[config.mk]
export PLATFORM = sky130hd
export DESIGN_NAME = risc16_mem_arbiter_flat
export DESIGN_NICKNAME = d
export VERILOG_FILES = /design/src/rtl/risc16_mem_arbiter_pkg.sv /design/src/rtl/risc16_mem_arbiter_if.sv /design/src/rtl/risc16_mem_arbiter_led_mmio.sv /design/src/rtl/risc16_mem_arbiter.sv /design/src/flat_wrapper.sv
export SDC_FILE = /design/constraint.sdc
export NUM_CORES = 1
export LEC_CHECK = 0
export ABC_AREA = 1
export CAP_MARGIN = 10
export CORE_ASPECT_RATIO = 1.4
export CORE_UTILIZATION = 44
export CTS_BUF_LIST = sky130_fd_sc_hd__clkbuf_4
export DETAILED_ROUTE_END_ITERATION = 8
export GPL_ROUTABILITY_DRIVEN = 0
export GPL_TIMING_DRIVEN = 0
export MAX_ROUTING_LAYER = met4
export PLACE_DENSITY = 0.89
export SLEW_MARGIN = 20
export SYNTH_ARGS = -nofsm -noshare
export SYNTH_HDL_FRONTEND = slang
export SYNTH_SLANG_ARGS = --single-unit
[constraint.sdc]
create_clock -name clk -period 4.3 [get_ports clk]
set_clock_uncertainty 0.1 [all_clocks]
set_input_delay 1.075 -clock clk [delete_from_list [all_inputs] [get_ports clk]]
set_output_delay 1.075 -clock clk [all_outputs]
set_load 0.05 [all_outputs]
[src/rtl/risc16_mem_arbiter_pkg.sv]
// risc16_mem_pkg: shared types and address-map constants for the RISC16 memory arbiter.
package risc16_mem_pkg;
  localparam int AW = 16;
  localparam int DW = 16;
  localparam int MW = AW - 1;
  localparam logic [AW-1:0] MMIO_BASE = 16'h0200;
  localparam logic [1:0] LED01_OFS = 2'h0;
  localparam logic [1:0] LED2_OFS = 2'h2;
  typedef enum logic [1:0] {IDLE, INST2, REL, HOST_R} state_t;
  function automatic logic is_mmio(input logic [AW-1:0] a);
    return a[AW-1:2] == MMIO_BASE[AW-1:2];
  endfunction
endpackage

[src/rtl/risc16_mem_arbiter_if.sv]
// risc16_mem_arbiter_if: CPU fetch/data port and host word port bundled between requesters and the arbiter.
interface risc16_mem_arbiter_if;
  logic [15:0] iaddr, idin, daddr, ddout, ddin, h_addr, h_wdata, h_rdata;
  logic ioe, doe, dwe0, dwe1, stall, h_req, h_we, h_gnt, h_rvalid;
  modport master (
    output iaddr, ioe, daddr, ddout, doe, dwe0, dwe1, h_req, h_we, h_addr, h_wdata,
    input  idin, ddin, stall, h_gnt, h_rvalid, h_rdata
  );
  modport slave (
    input  iaddr, ioe, daddr, ddout, doe, dwe0, dwe1, h_req, h_we, h_addr, h_wdata,
    output idin, ddin, stall, h_gnt, h_rvalid, h_rdata
  );
endinterface

[src/rtl/risc16_mem_arbiter_led_mmio.sv]
// risc16_led_mmio: three 8-bit LED registers behind the MMIO window with byte-lane write decode and read mux.
module risc16_led_mmio
  import risc16_mem_pkg::*;
(
  input  logic        clk,
  input  logic        rst,
  input  logic        we,
  input  logic [1:0]  be,
  input  logic        ofs,
  input  logic [15:0] wdata,
  output logic [15:0] rdata,
  output logic [23:0] led
);
  logic sel2;
  assign sel2 = ofs == LED2_OFS[1];
  // the high LED register only has an odd-byte lane; even-byte writes to it are dropped
  always_ff @(posedge clk)
    if (rst) led <= '0;
    else if (we) begin
      if (!sel2 && be[1]) led[15:8] <= wdata[15:8];
      if (!sel2 && be[0]) led[7:0] <= wdata[7:0];
      if (sel2 && be[0]) led[23:16] <= wdata[7:0];
    end
  assign rdata = sel2 ? {8'h00, led[23:16]} : led[15:0];
endmodule

[src/rtl/risc16_mem_arbiter.sv]
// risc16_mem_arbiter: shares one synchronous SRAM port between CPU fetch, CPU data and a host loader,
// alternating host and CPU slots, and decodes the LED MMIO window.
module risc16_mem_arbiter
  import risc16_mem_pkg::*;
(
  input  logic                clk,
  input  logic                rst,
  risc16_mem_arbiter_if.slave bus,
  output logic                m_en,
  output logic [1:0]          m_we,
  output logic [MW-1:0]       m_addr,
  output logic [DW-1:0]       m_wdata,
  input  logic [DW-1:0]       m_rdata,
  output logic [23:0]         led
);
  state_t state, nxt;
  logic act, cpu_req, mmio, dacc, host_go, host_mem, cpu_go, iss_d, iss_i, rel;
  logic host_turn, rd_i, rd_d, rd_m, h_rd, unused;
  logic [DW-1:0] idin_q, ddin_q, mm_rdata;
  assign act = !rst;
  assign cpu_req = bus.ioe | bus.doe | bus.dwe0 | bus.dwe1;
  assign mmio = is_mmio(bus.daddr);
  assign dacc = (bus.doe | bus.dwe0 | bus.dwe1) & !mmio;
  assign host_go = act & (state == IDLE) & bus.h_req & (host_turn | !cpu_req);
  assign host_mem = host_go & !is_mmio(bus.h_addr);
  assign cpu_go = act & (state == IDLE) & cpu_req & !host_go;
  assign iss_d = cpu_go & dacc;
  assign iss_i = (cpu_go & !dacc & bus.ioe) | (act & (state == INST2));
  assign rel = act & (state == REL);
  assign unused = ^{bus.iaddr[0], bus.daddr[0], bus.h_addr[0]};
  risc16_led_mmio u_led (
    .clk,
    .rst,
    .we(cpu_go & mmio),
    .be({bus.dwe0, bus.dwe1}),
    .ofs(bus.daddr[1]),
    .wdata(bus.ddout),
    .rdata(mm_rdata),
    .led
  );
  always_ff @(posedge clk) state <= rst ? IDLE : nxt;
  always_comb
    nxt = (state == IDLE) ? (host_go ? HOST_R : cpu_go ? ((dacc & bus.ioe) ? INST2 : REL) : IDLE)
        : (state == INST2) ? REL : IDLE;
  always_comb begin
    m_en = host_mem | iss_d | iss_i;
    m_we = host_mem ? {2{bus.h_we}} : iss_d ? {bus.dwe0, bus.dwe1} : 2'b00;
    m_addr = host_mem ? bus.h_addr[15:1] : iss_d ? bus.daddr[15:1] : iss_i ? bus.iaddr[15:1] : '0;
    m_wdata = host_mem ? bus.h_wdata : iss_d ? bus.ddout : '0;
  end
  assign bus.stall = act & cpu_req & (state != REL);
  assign bus.h_gnt = host_go;
  assign bus.h_rvalid = act & (state == HOST_R) & h_rd;
  assign bus.h_rdata = bus.h_rvalid ? m_rdata : '0;
  assign bus.idin = (rel & rd_i) ? m_rdata : idin_q;
  assign bus.ddin = (rel & rd_d) ? m_rdata : (rel & rd_m) ? mm_rdata : ddin_q;
  // rd_* remember what was issued last cycle so the release cycle can route m_rdata
  always_ff @(posedge clk)
    if (rst) begin
      host_turn <= 1'b0;
      rd_i <= 1'b0;
      rd_d <= 1'b0;
      rd_m <= 1'b0;
      h_rd <= 1'b0;
      idin_q <= '0;
      ddin_q <= '0;
    end else begin
      host_turn <= (state == REL) | (host_turn & (state != HOST_R));
      rd_i <= iss_i;
      rd_d <= iss_d & bus.doe;
      rd_m <= cpu_go & mmio & bus.doe;
      h_rd <= host_go & !bus.h_we;
      idin_q <= bus.idin;
      ddin_q <= (state == INST2 && rd_d) ? m_rdata : bus.ddin;
    end
endmodule

[src/flat_wrapper.sv]
// flat-port wrapper written by rule: the top's interface ports become plain ports
module risc16_mem_arbiter_flat import risc16_mem_pkg::*;
  (clk, rst, m_en, m_we, m_addr, m_wdata, m_rdata, led, bus_iaddr, bus_ioe, bus_daddr, bus_ddout, bus_doe, bus_dwe0, bus_dwe1, bus_h_req, bus_h_we, bus_h_addr, bus_h_wdata, bus_idin, bus_ddin, bus_stall, bus_h_gnt, bus_h_rvalid, bus_h_rdata);
  risc16_mem_arbiter_if bus_i ();
  input  logic clk;
  input  logic rst;
  output logic m_en;
  output logic [1:0] m_we;
  output logic [MW-1:0] m_addr;
  output logic [DW-1:0] m_wdata;
  input  logic [DW-1:0] m_rdata;
  output logic [23:0] led;
  input wire logic [$bits(bus_i.iaddr)-1:0] bus_iaddr;
  input wire logic [$bits(bus_i.ioe)-1:0] bus_ioe;
  input wire logic [$bits(bus_i.daddr)-1:0] bus_daddr;
  input wire logic [$bits(bus_i.ddout)-1:0] bus_ddout;
  input wire logic [$bits(bus_i.doe)-1:0] bus_doe;
  input wire logic [$bits(bus_i.dwe0)-1:0] bus_dwe0;
  input wire logic [$bits(bus_i.dwe1)-1:0] bus_dwe1;
  input wire logic [$bits(bus_i.h_req)-1:0] bus_h_req;
  input wire logic [$bits(bus_i.h_we)-1:0] bus_h_we;
  input wire logic [$bits(bus_i.h_addr)-1:0] bus_h_addr;
  input wire logic [$bits(bus_i.h_wdata)-1:0] bus_h_wdata;
  output wire logic [$bits(bus_i.idin)-1:0] bus_idin;
  output wire logic [$bits(bus_i.ddin)-1:0] bus_ddin;
  output wire logic [$bits(bus_i.stall)-1:0] bus_stall;
  output wire logic [$bits(bus_i.h_gnt)-1:0] bus_h_gnt;
  output wire logic [$bits(bus_i.h_rvalid)-1:0] bus_h_rvalid;
  output wire logic [$bits(bus_i.h_rdata)-1:0] bus_h_rdata;
  assign bus_i.iaddr = bus_iaddr;
  assign bus_i.ioe = bus_ioe;
  assign bus_i.daddr = bus_daddr;
  assign bus_i.ddout = bus_ddout;
  assign bus_i.doe = bus_doe;
  assign bus_i.dwe0 = bus_dwe0;
  assign bus_i.dwe1 = bus_dwe1;
  assign bus_i.h_req = bus_h_req;
  assign bus_i.h_we = bus_h_we;
  assign bus_i.h_addr = bus_h_addr;
  assign bus_i.h_wdata = bus_h_wdata;
  assign bus_idin = bus_i.idin;
  assign bus_ddin = bus_i.ddin;
  assign bus_stall = bus_i.stall;
  assign bus_h_gnt = bus_i.h_gnt;
  assign bus_h_rvalid = bus_i.h_rvalid;
  assign bus_h_rdata = bus_i.h_rdata;
  risc16_mem_arbiter u_core (.clk(clk), .rst(rst), .bus(bus_i), .m_en(m_en), .m_we(m_we), .m_addr(m_addr), .m_wdata(m_wdata), .m_rdata(m_rdata), .led(led));
endmodule
# ---- Yosys cells after proc, flatten, opt, wreduce, memory -nomap -nowiden
# Index checks and enable logic that the tools add are counted.
dict set report op_classes {
  reduce_logical 16
  mul 0
  magnitude_cmp 0
  div_mod_pow 0
  n_bitwise 35
  shift 0
  muxes 18
  add_sub_neg 0
  n_eq_ne 7
}
# op count
set op_table {}
lappend op_table {{$mux 16} 8}
lappend op_table {{$mux 15} 3}
lappend op_table {{$eq 14x8->1 const B} 2}
lappend op_table {{$and 1x1->1} 25}
lappend op_table {{$mux 2} 7}
lappend op_table {{$or 1x1->1} 10}
lappend op_table {{$logic_not 1->1} 8}
lappend op_table {{$reduce_and 2->1} 3}
lappend op_table {{$eq 2x2->1 const B} 2}
lappend op_table {{$logic_and 1x1->1} 4}
lappend op_table {{$ne 2x2->1 const B} 2}
lappend op_table {{$eq 2x1->1 const B} 1}
lappend op_table {{$logic_not 2->1} 1}
dict set report word_totals {
  latchBits 0
  n_memories 0
  ram_bits 0
  elab_cells 87
  mem_bits_ro 0
  reg_bits 63
  out_inout_bits 109
  inputBits 104
}

# ---- Logic depth before layout (Yosys ltp)
# Gate-level depths: netlist of run 1.
dict set report logic_depth {
  depth_word 14
  mapped_depth 11
  mapped_depth_nobuf 10
}

# ---- Modules after synthesis
# A second synthesis of run 1 with hierarchy kept.
dict set report hier_totals {
  hier_cells 670
  area_unflattened_um2 3967.6
}
# module cells_each area_each_um2 seq_area_each_um2 n_inst
set modules_own_cells {}
lappend modules_own_cells {risc16_mem_arbiter 489 2837.7 780.7 1}
lappend modules_own_cells {risc16_led_mmio 181 1129.8 480.5 1}

# ---- Worst setup path after synthesis of run 1
# Ideal clock, no wire load.
dict set report synth_timing {
  kind {input -> output}
  from {input port rst}
  to {output port m_we[0]}
  setup_slack_ps 451
  cell_stages 8
  n_path_buf 1
  t_arrival_ps 2674
  t_required_ps 3125
  path_cell_list {buf_6 inv_6 nand2_4 nor2_8 nand3_1 inv_2 o21ai_2 o22ai_1}
}
dict set report synth_via {
  elab_chain_cells 9
  elab_cells_between_ends 11
  classes_between {mux: 2; bitwise: 7; reduce/logical: 2}
}
# item line
set synth_rtl {}
lappend synth_rtl {{start, declared} flat_wrapper.sv:6} ;# input logic rst;
lappend synth_rtl {{$logic_not 1->1 *} risc16_mem_arbiter.sv:20} ;# assign act = !rst;
lappend synth_rtl {{$and 1x1->1 * (3 in series)} risc16_mem_arbiter.sv:24} ;# assign host_go = act & (state == IDLE) & bus.h_req & (host_turn | !cpu_req);
lappend synth_rtl {{net bus_h_gnt} flat_wrapper.sv:27} ;# output wire logic [$bits(bus_i.h_gnt)-1:0] bus_h_gnt;
lappend synth_rtl {{$logic_not 1->1} risc16_mem_arbiter.sv:26} ;# assign cpu_go = act & (state == IDLE) & cpu_req & !host_go;
lappend synth_rtl {{$and 1x1->1} risc16_mem_arbiter.sv:26}
lappend synth_rtl {{$and 1x1->1} risc16_mem_arbiter.sv:27} ;# assign iss_d = cpu_go & dacc;
lappend synth_rtl {{$mux 2} risc16_mem_arbiter.sv:47} ;# m_we = host_mem ? {2{bus.h_we}} : iss_d ? {bus.dwe0, bus.dwe1} : 2'b00;
lappend synth_rtl {{$mux 2 *} risc16_mem_arbiter.sv:47}
lappend synth_rtl {{end, declared} flat_wrapper.sv:8} ;# output logic [1:0] m_we;
# Mark *: on every way through the listed nets, which the timed path passes. The rest lies on a longest branch.

# ---- Worst setup path in the final report of run 1
dict set report layout_timing {
  from {input port bus_daddr[13]}
  to {output port m_we[0]}
}
dict set report layout_via {
  elab_chain_cells 6
}
# item line
set layout_rtl {}
lappend layout_rtl {{start, declared} flat_wrapper.sv:15} ;# input wire logic [$bits(bus_i.daddr)-1:0] bus_daddr;
lappend layout_rtl {{$eq 14x8->1} risc16_mem_arbiter_pkg.sv:11} ;# return a[AW-1:2] == MMIO_BASE[AW-1:2];
lappend layout_rtl {{$logic_not 1->1} risc16_mem_arbiter.sv:23} ;# assign dacc = (bus.doe | bus.dwe0 | bus.dwe1) & !mmio;
lappend layout_rtl {{$and 1x1->1} risc16_mem_arbiter.sv:23}
lappend layout_rtl {{$and 1x1->1} risc16_mem_arbiter.sv:27}
lappend layout_rtl {{$mux 2 (2 in series)} risc16_mem_arbiter.sv:47}
# No other way between the ends.

==> results list, run 1 <==
- The synthesized design contains 63 register bits.
- After floorplanning, the core was sized to cover 8610 µm².
- Maximum root-to-sink buffer count: 2
- Syn_nets: 753
* Number of hold violations in the final report: 0
- For this run, the detailed router's first-pass iteration total came to 5.
- Net count reported at finish: 971
- The initialized floorplan defines 40 standard-cell rows.
* Number of buffers created by CTS: 9
* Required time of the critical path: 3.12 ns
* Port Buffers: 207
* Count of buffers added by post-CTS timing repair for setup: 0
- Pwr/cell area: 243 nW/µm²
- Crit path kind: input pin to output port
- Clock tree from TritonCTS: built
- Category of the worst setup path launch point: input pin
- Once the floorplan was initialized, standard cells occupied 45.4% of the core.
- CTS Root Cell: clkbuf_4
- 213 I/O pins were placed.
- CTS built an H-tree with a depth of 3.
- Chain of cells forming the critical path: clkdlybuf4s50_1, nor2_1, nand2_1, nor2_1, nand2_1, nand2_2, nor2_4, inv_1, o22ai_1, dlygate4sd2_1
- Layout cells sized above 1: 11.5%
- The tool flagged a number of max-cap violations equal to 0.
- The first routing iteration left 265 violations.
- In this run the worst path has a maximum fanout of 5.
- Final Total Pwr: 1.47 mW
* Share of the yosys chip area belonging to registers: 32.3%
- Vias after detailed routing: 4957
- Synthesized cell area: 3910 µm²
- Type of the tightest min-delay check: flip-flop to flip-flop
* Clock Sinks: 63
- After global routing the overflow that remains totals 0.
- Area Overhead vs Synth: 55.4%
- Ys Warns: 0
- Setup violations remaining at the end of the flow were counted as 0.
* Antenna violations before repair: 0
* Synthesized instance count: 649
- Cell with the largest stage delay on the worst path: dlygate4sd2_1
- Headroom to the max-slew limit came out at 61.4%.
- Average cell area after synthesis: 6.02 µm²
- Final antenna diode count: 0
- Max VDD drop: 188 µV
- Pin count of the biggest net entering global routing: 11
- Clock transition at the registers of the reported paths: 0.10 ns
* Setup repair after global routing missed its margin: no
- Capturing element type of the critical path: output port
- Counting distinct cell types in the post-synthesis netlist gives 29.
* Vias in the first global route: 4947
- The number of max-slew violations in the final report came to 0.
* Worst-Skew Late Latency: 0.41 ns
- Overall die width: 81.6 µm
- The kind of cell with the highest combined delay along the critical path is buffers and inverters.
- At the worst endpoint, the arrival time is 3.01 ns.
* Average routed wire per standard cell: 13.8 µm
- The first global-routing pass estimated 21.7 mm of wire.
* Slowest cell delay on critical path: 0.60 ns
- For this run, the top clock speed supported by timing is 0.239 GHz.
* All-Layer GR Usage: 31.0%
* Actual transition at the worst max-transition pin: 0.579 ns
- Sum of negative setup slack: 0 ns
- Leakage component of the power: 3.22 nW
- From bottom edge to top edge, the die measures 114 µm.
* Post-DP HPWL: 11.2 mm
- Wires add up to 13.5 mm.
- Dividing the detail-routed via count by the number of cells gives 5.07.
- The die covers 9270 µm².
- Remaining antenna violation count: 0
* Share of the clock period used by the worst path after layout: 97.4%
- Time the final worst path needs with I/O delays and setup: 4.19 ns
- Crit path buf inv count: 3
* Remaining DRCs: 0
- The run finished with clean final reports.
- Measured on the finished design, the core utilization comes to 70.6%.
-- cells by family (layout without fill, tap and decap cells) --
| group | after synthesis | count (layout) | share of synthesized area [%] |
|---|---|---|---|
| AOI/OAI and AO/OA | 87 | 87 | 12.7 |
| buffers and inverters | 134 | 357 | 14.6 |
| DFF | 63 | 63 | 32.3 |
| and+or+nand+nor | 365 | 365 | 40.4 |
-- metal layers --
metal | wire length (µm) | up-vias | global-route usage, %
met5 | 0 | - | -
met4 | 484 | 0 | 13.9
met3 | 936 | 40 | 4.88
met2 | 7210 | 239 | 56.5
met1 | 4870 | 2233 | 31.6
li1 | - | 2445 | -
-- synthesized netlist by cell type --
cell type | number | area (µm²)
buf_4 | 4 | 30.0
nor2_8 | 2 | 40.0
nor4_1 | 1 | 6.26
dfxtp_1 | 63 | 1260
o211ai_1 | 16 | 120
o21ai_0 | 19 | 95.1
clkinv_1 | 1 | 3.75
inv_2 | 6 | 22.5
nand2_2 | 11 | 68.8
buf_2 | 14 | 70.1
nand3_1 | 54 | 270
nand2_1 | 212 | 796
o21ai_1 | 15 | 75.1
inv_6 | 1 | 8.76
nand3_2 | 2 | 20.0
o21ai_2 | 1 | 8.76
nand4_1 | 2 | 12.5
clkbuf_1 | 9 | 33.8
nor2b_1 | 1 | 6.26
nor2_2 | 1 | 6.26
o211ai_4 | 1 | 21.3
or2_2 | 1 | 6.26
nand2_4 | 4 | 45.0
o22ai_1 | 2 | 12.5
a21oi_1 | 33 | 165
buf_6 | 4 | 45.0
nor2_1 | 71 | 267
inv_1 | 95 | 357
nor2_4 | 3 | 33.8
-- sequential cells by signal, indices dropped and copies added (netlist names), named ones only --
signal	flops
u_core.state	2
u_core.idin_q	16
u_core.h_rd	1
u_core.rd_d	1
u_core.ddin_q	16
u_core.u_led.led	24
u_core.rd_m	1
u_core.rd_i	1
-- final timing paths --
check                                   start  slack (ns)  depth (start not counted)                          endpoint
max                             bus_daddr[13]        0.11                         10                           m_we[0]
min reg2reg  u_core.u_led.led[5]$_SDFFE_PP0P_        0.39                          2  u_core.u_led.led[5]$_SDFFE_PP0P_
max reg2reg        u_core.state[0]$_SDFF_PP0_        2.45                          7      u_core.ddin_q[13]$_SDFF_PP0_
min          u_core.u_led.led[5]$_SDFFE_PP0P_        0.39                          2  u_core.u_led.led[5]$_SDFFE_PP0P_
-- metrics by stage --
step | hold slack [ns] | std cells | area [µm²] | setup WS, ns
floorplan | 0.420 | 649 | 3910 | 0.451
global placement | 0.364 | 961 | 6110 | -0.414
detailed placement | 0.372 | 961 | 6110 | -0.461
CTS | 0.386 | 977 | 6220 | 0.000173
global route | 0.415 | 977 | 6070 | 0.00173
finish | 0.386 | 977 | 6070 | 0.111
-- layout make-up --
class,count,area [µm²]
clock inverter,5,25.0
timing repair buffer,207,1930
multi-input combinational,452,2080
fill,772,2530
tap,105,131
buffer,31,179
sequential,63,1260
clock buffer,11,82.6
inverter,103,392
-- repair_timing --
action                     4_1_cts  5_1_grt
hold buffers                     0        0
setup endpoints to repair       43       32
resized for setup              111       64
gates cloned                     0        0
-- cells in the final DEF (no fill, tap or decap), drive strengths merged --
cell | netlist | routed
nand2 | 227 | 227
clkdlybuf4s50 | 0 | 163
inv | 102 | 102
nor2 | 77 | 77
dfxtp | 63 | 63
nand3 | 56 | 56
buf | 22 | 43
o21ai | 35 | 35
a21oi | 33 | 33
clkbuf | 9 | 30
o211ai | 17 | 17
dlygate4sd2 | 0 | 12
clkinv | 1 | 5
o22ai | 2 | 2
nand4 | 2 | 2
or2 | 1 | 1
nor2b | 1 | 1
nor4 | 1 | 1
clkinvlp | 0 | 1
dlymetal6s2s | 0 | 1
-- worst reg2reg max path: stages, from the launching register on --
cell and delay, ns:
dfxtp_1 0.33, buf_2 0.22, nand3_1 0.30, inv_1 0.30
buf_2 0.27, a21oi_1 0.10, nand2_1 0.10, inv_1 0.04
-- report_power, final --
group | internal, mW | switching [mW] | total (mW)
Combinational | 0.186 | 0.350 | 0.536
Sequential | 0.596 | 0.00488 | 0.601
Clock | 0.126 | 0.211 | 0.337
(Power assumes the default switching activity.)
==> inputs of run 2 (changes only) <==
ABC_AREA = not set   (was 1)
CORE_UTILIZATION = 43   (was 44)
PLACE_DENSITY = 0.88   (was 0.89)
==> run 2 against run 1 <==
Effect of this change:
- worst setup slack got worse by 0.063 ns
- die area fell by 0.48%
- clock power increased by 36%
- sequential share of layout area shrank 0.46 points
- register-to-register slack got worse by 0.29 ns
- critical path type unchanged
- critical endpoint is now m_addr[14]
- largest cell class is now multi-input combinational cells
==> results list, run 2 <==
- The die is 113 µm tall.
- Most common cell after layout, fill and taps aside: clkdlybuf4s50_1
- After layout, the design draws a total of 1.54 mW.
- Post-synthesis register bit count: 63
* Share of the yosys chip area belonging to registers: 33.2%
* Cell area after placement: 6020 µm²
- Along the worst path, the maximum fanout reaches 9.
- For this run, the detailed router's first-pass iteration total came to 6.
- Clock Sinks: 63
* Wire length of the first global-routing pass: 23.3 mm
- Across all hold checks on the routed design, the worst slack comes to 0.394 ns.
* Worst slew margin relative to its limit: 60.1%
- All-Layer GR Usage: 34.2%
* Largest registers: u_core.u_led.led (24), u_core.ddin_q (16), u_core.idin_q (16)
* Cell with the most instances after synthesis: dfxtp_1
* Remaining antenna violation count: 0
- The HPWL after detailed placement is 11.6 mm.
- Clock-pin slew was measured on the worst setup and hold paths at 0.11 ns.
- The number of clock buffers added by TritonCTS is 9.
- Antenna violations before repair: 1
* Slew Limit Fails: 0
* Cells on Worst Hold Path: 2
- Required time of the critical path: 3.12 ns
- Setup Slack @ Placement: -0.888 ns
- After global routing the overflow that remains totals 0.
- Std cell rows: 40
* Type of the tightest min-delay check: flip-flop to flip-flop
* Capturing element type of the critical path: output port
* DRT iter0 DRCs: 349
- Time the final worst path needs with I/O delays and setup: 4.25 ns
- Crit path kind: input pin to output port
* Synth Flop Type: dfxtp_1
- Cts-stage hold buffer count: 0
- Number of flip-flops under the largest register name: 24
- For this configuration, the core starts out at a cell density of 44.4%.
- Number of flops mapped to enable cells by yosys: 0
* Synth top cells by count: dfxtp_1 (63), a21oi_1 (49), o21ai_0 (37)
- Arr. time, crit path: 3.08 ns
- Number of H-tree levels: 3
- After routing the design area is 6210 µm².
* Overall die width: 81.5 µm
* Top cell type's share of synthesized area: 33.2%
* Remaining DRCs: 0
* Number of primary I/O pins: 213
- Pin count of the biggest net entering global routing: 12
- The final layout contains routed wiring with a total length of 15.1 mm.
- In the synthesized netlist the async set-or-reset flop fraction comes to 0%.
* Number of hold violations in the final report: 0
* Synthesized cell area: 3800 µm²
* Leading cell types in the layout, fill and taps excluded: clkdlybuf4s50_1 (119), dfxtp_1 (63), a21oi_1 (49)
- After technology mapping, the gate count stands at 447.
* Logic depth of the worst register-to-register path: 7
- For this design the static power due to leakage is 2.54 nW.
* Net count reported at finish: 781
- Max-cap violations in this run came to 0.
- The worst-case IR drop observed on VDD is 169 µV.
* Setup slack after layout: 0.0474 ns
- At the later pin of the worst-skew pair, clock insertion delay measures 0.42 ns.
* Share of the clock period used by the worst path after layout: 98.9%
- For the pin with the worst max-slew slack, the measured transition is 0.599 ns.
* Peak Freq: 0.235 GHz
- Synthesis instantiated 58 different standard cells from the library.
* Area Overhead vs Synth: 63.5%
* Biggest register: u_core.u_led.led
- The worst setup path is launched from an input pin.
- Pwr/cell area: 248 nW/µm²
- Status: completed
- In the post-synthesis netlist, the biggest area contributors are dfxtp_1 (33%), a21oi_1 (6.5%), o21ai_0 (4.9%).
* Port Buffers: 209
- The number of global-route vias before repair came to 4542.
- Final number of setup-violating endpoints: 0
- After floorplanning, the core was sized to cover 8560 µm².
- In the final routed layout, each cell accounts on average for 19.1 µm.
* CTS Root Cell: clkbuf_4
- Average cell area after synthesis: 8.50 µm²
- Ys Warns: 0
- No sink is reached through more buffers than the 2 on the longest clock path.
* Floorplan die area: 9220 µm²
* Most area-hungry cell type in the Yosys netlist: dfxtp_1
* Syn_nets: 551
- Via density per instance: 5.94
- Clock tree from TritonCTS: built
- Layout cells sized above 1: 24.5%
* Vias after detailed routing: 4679
[run 2: cell count changes after synthesis, moves of 12 or more]
cell	previous run	this run
nand3_1	54	26
a21oi_1	33	49
inv_1	95	0
and3_1	0	12
a22o_1	0	12
and2_1	0	19
nor2_1	71	24
o21ai_0	19	37
nand2_1	212	28
nor2b_1	1	17
[run 2: metal layers]
layer | vias up | wire length [µm] | track usage (%)
met5 | - | 0 | -
met1 | 2182 | 5350 | 35.3
met3 | 61 | 1220 | 6.53
met2 | 297 | 7800 | 58.3
li1 | 2139 | - | -
met4 | 0 | 707 | 21.1
[run 2: final timing paths]
check	from	endpoint	slack, ns
min reg2reg	u_core.u_led.led[12]$_SDFFE_PP0P_	u_core.u_led.led[12]$_SDFFE_PP0P_	0.39
max reg2reg	u_core.state[1]$_SDFF_PP0_	u_core.idin_q[6]$_SDFF_PP0_	2.16
max	bus_daddr[4]	m_addr[14]	0.05
min	u_core.u_led.led[12]$_SDFFE_PP0P_	u_core.u_led.led[12]$_SDFFE_PP0P_	0.39
[run 2: cell type report]
type | count | area (µm²)
fill | 682 | 2350
clock inverter | 7 | 87.6
sequential | 63 | 1260
clock buffer | 9 | 67.6
timing repair buffer | 219 | 1990
inverter | 1 | 3.75
tap | 105 | 131
multi-input combinational | 347 | 2460
buffer | 36 | 206
antenna | 1 | 2.50
[run 2: worst max-delay path, cell delays in order]
cell and delay, ns:
clkdlybuf4s50_1 0.47, nor4_4 0.28, buf_4 0.18, nand4_4 0.17, a21oi_4 0.30, a221o_1 0.21
clkdlybuf4s18_2 0.38
[run 2: kinds of logic (layout without fill, tap and decap cells)]
group,Yosys count,in the layout,share of synthesized area [%]
XOR/XNOR,1,1,0.231
flip-flops,63,63,33.2
AO/OA/AOI/OAI,154,154,27.2
other,0,1,0
AND/OR/NAND/NOR,168,168,26.4
buffers and inverters,37,272,5.07
multiplexers,24,24,7.84
[run 2: per-stage QoR]
stage / std cells / util [%] / setup TNS (ns)
5_1_grt: 788 / 72.6 / -0.0326
3_5_place_dp: 761 / 70.4 / -44.77
6_report: 788 / 72.6 / 0
3_3_place_gp: 761 / 70.4 / -42.88
2_1_floorplan: 447 / - / 0
4_1_cts: 784 / 72.2 / -0.00248
[run 2: report_power, final]
group	leakage, nW	switching, mW	internal (mW)	total (mW)
combinational	1.95	0.294	0.191	0.485
clock	0.0770	0.228	0.231	0.458
sequential	0.508	0.00852	0.591	0.600
total	2.54	0.530	1.01	1.54
[run 2: repair_timing]
item / 4_1_cts / 5_1_grt
resized for setup: 361 / 13
endpoints found under the setup margin: 85 / 64
setup buffers: 7 / 3
pin swaps: 4 / 4
==> inputs of run 3 (changes only) <==
CAP_MARGIN = 5   (was 10)
==> results of run 3 <==
Same layout as run 2: the final DEF is identical, and so are final timing and power.
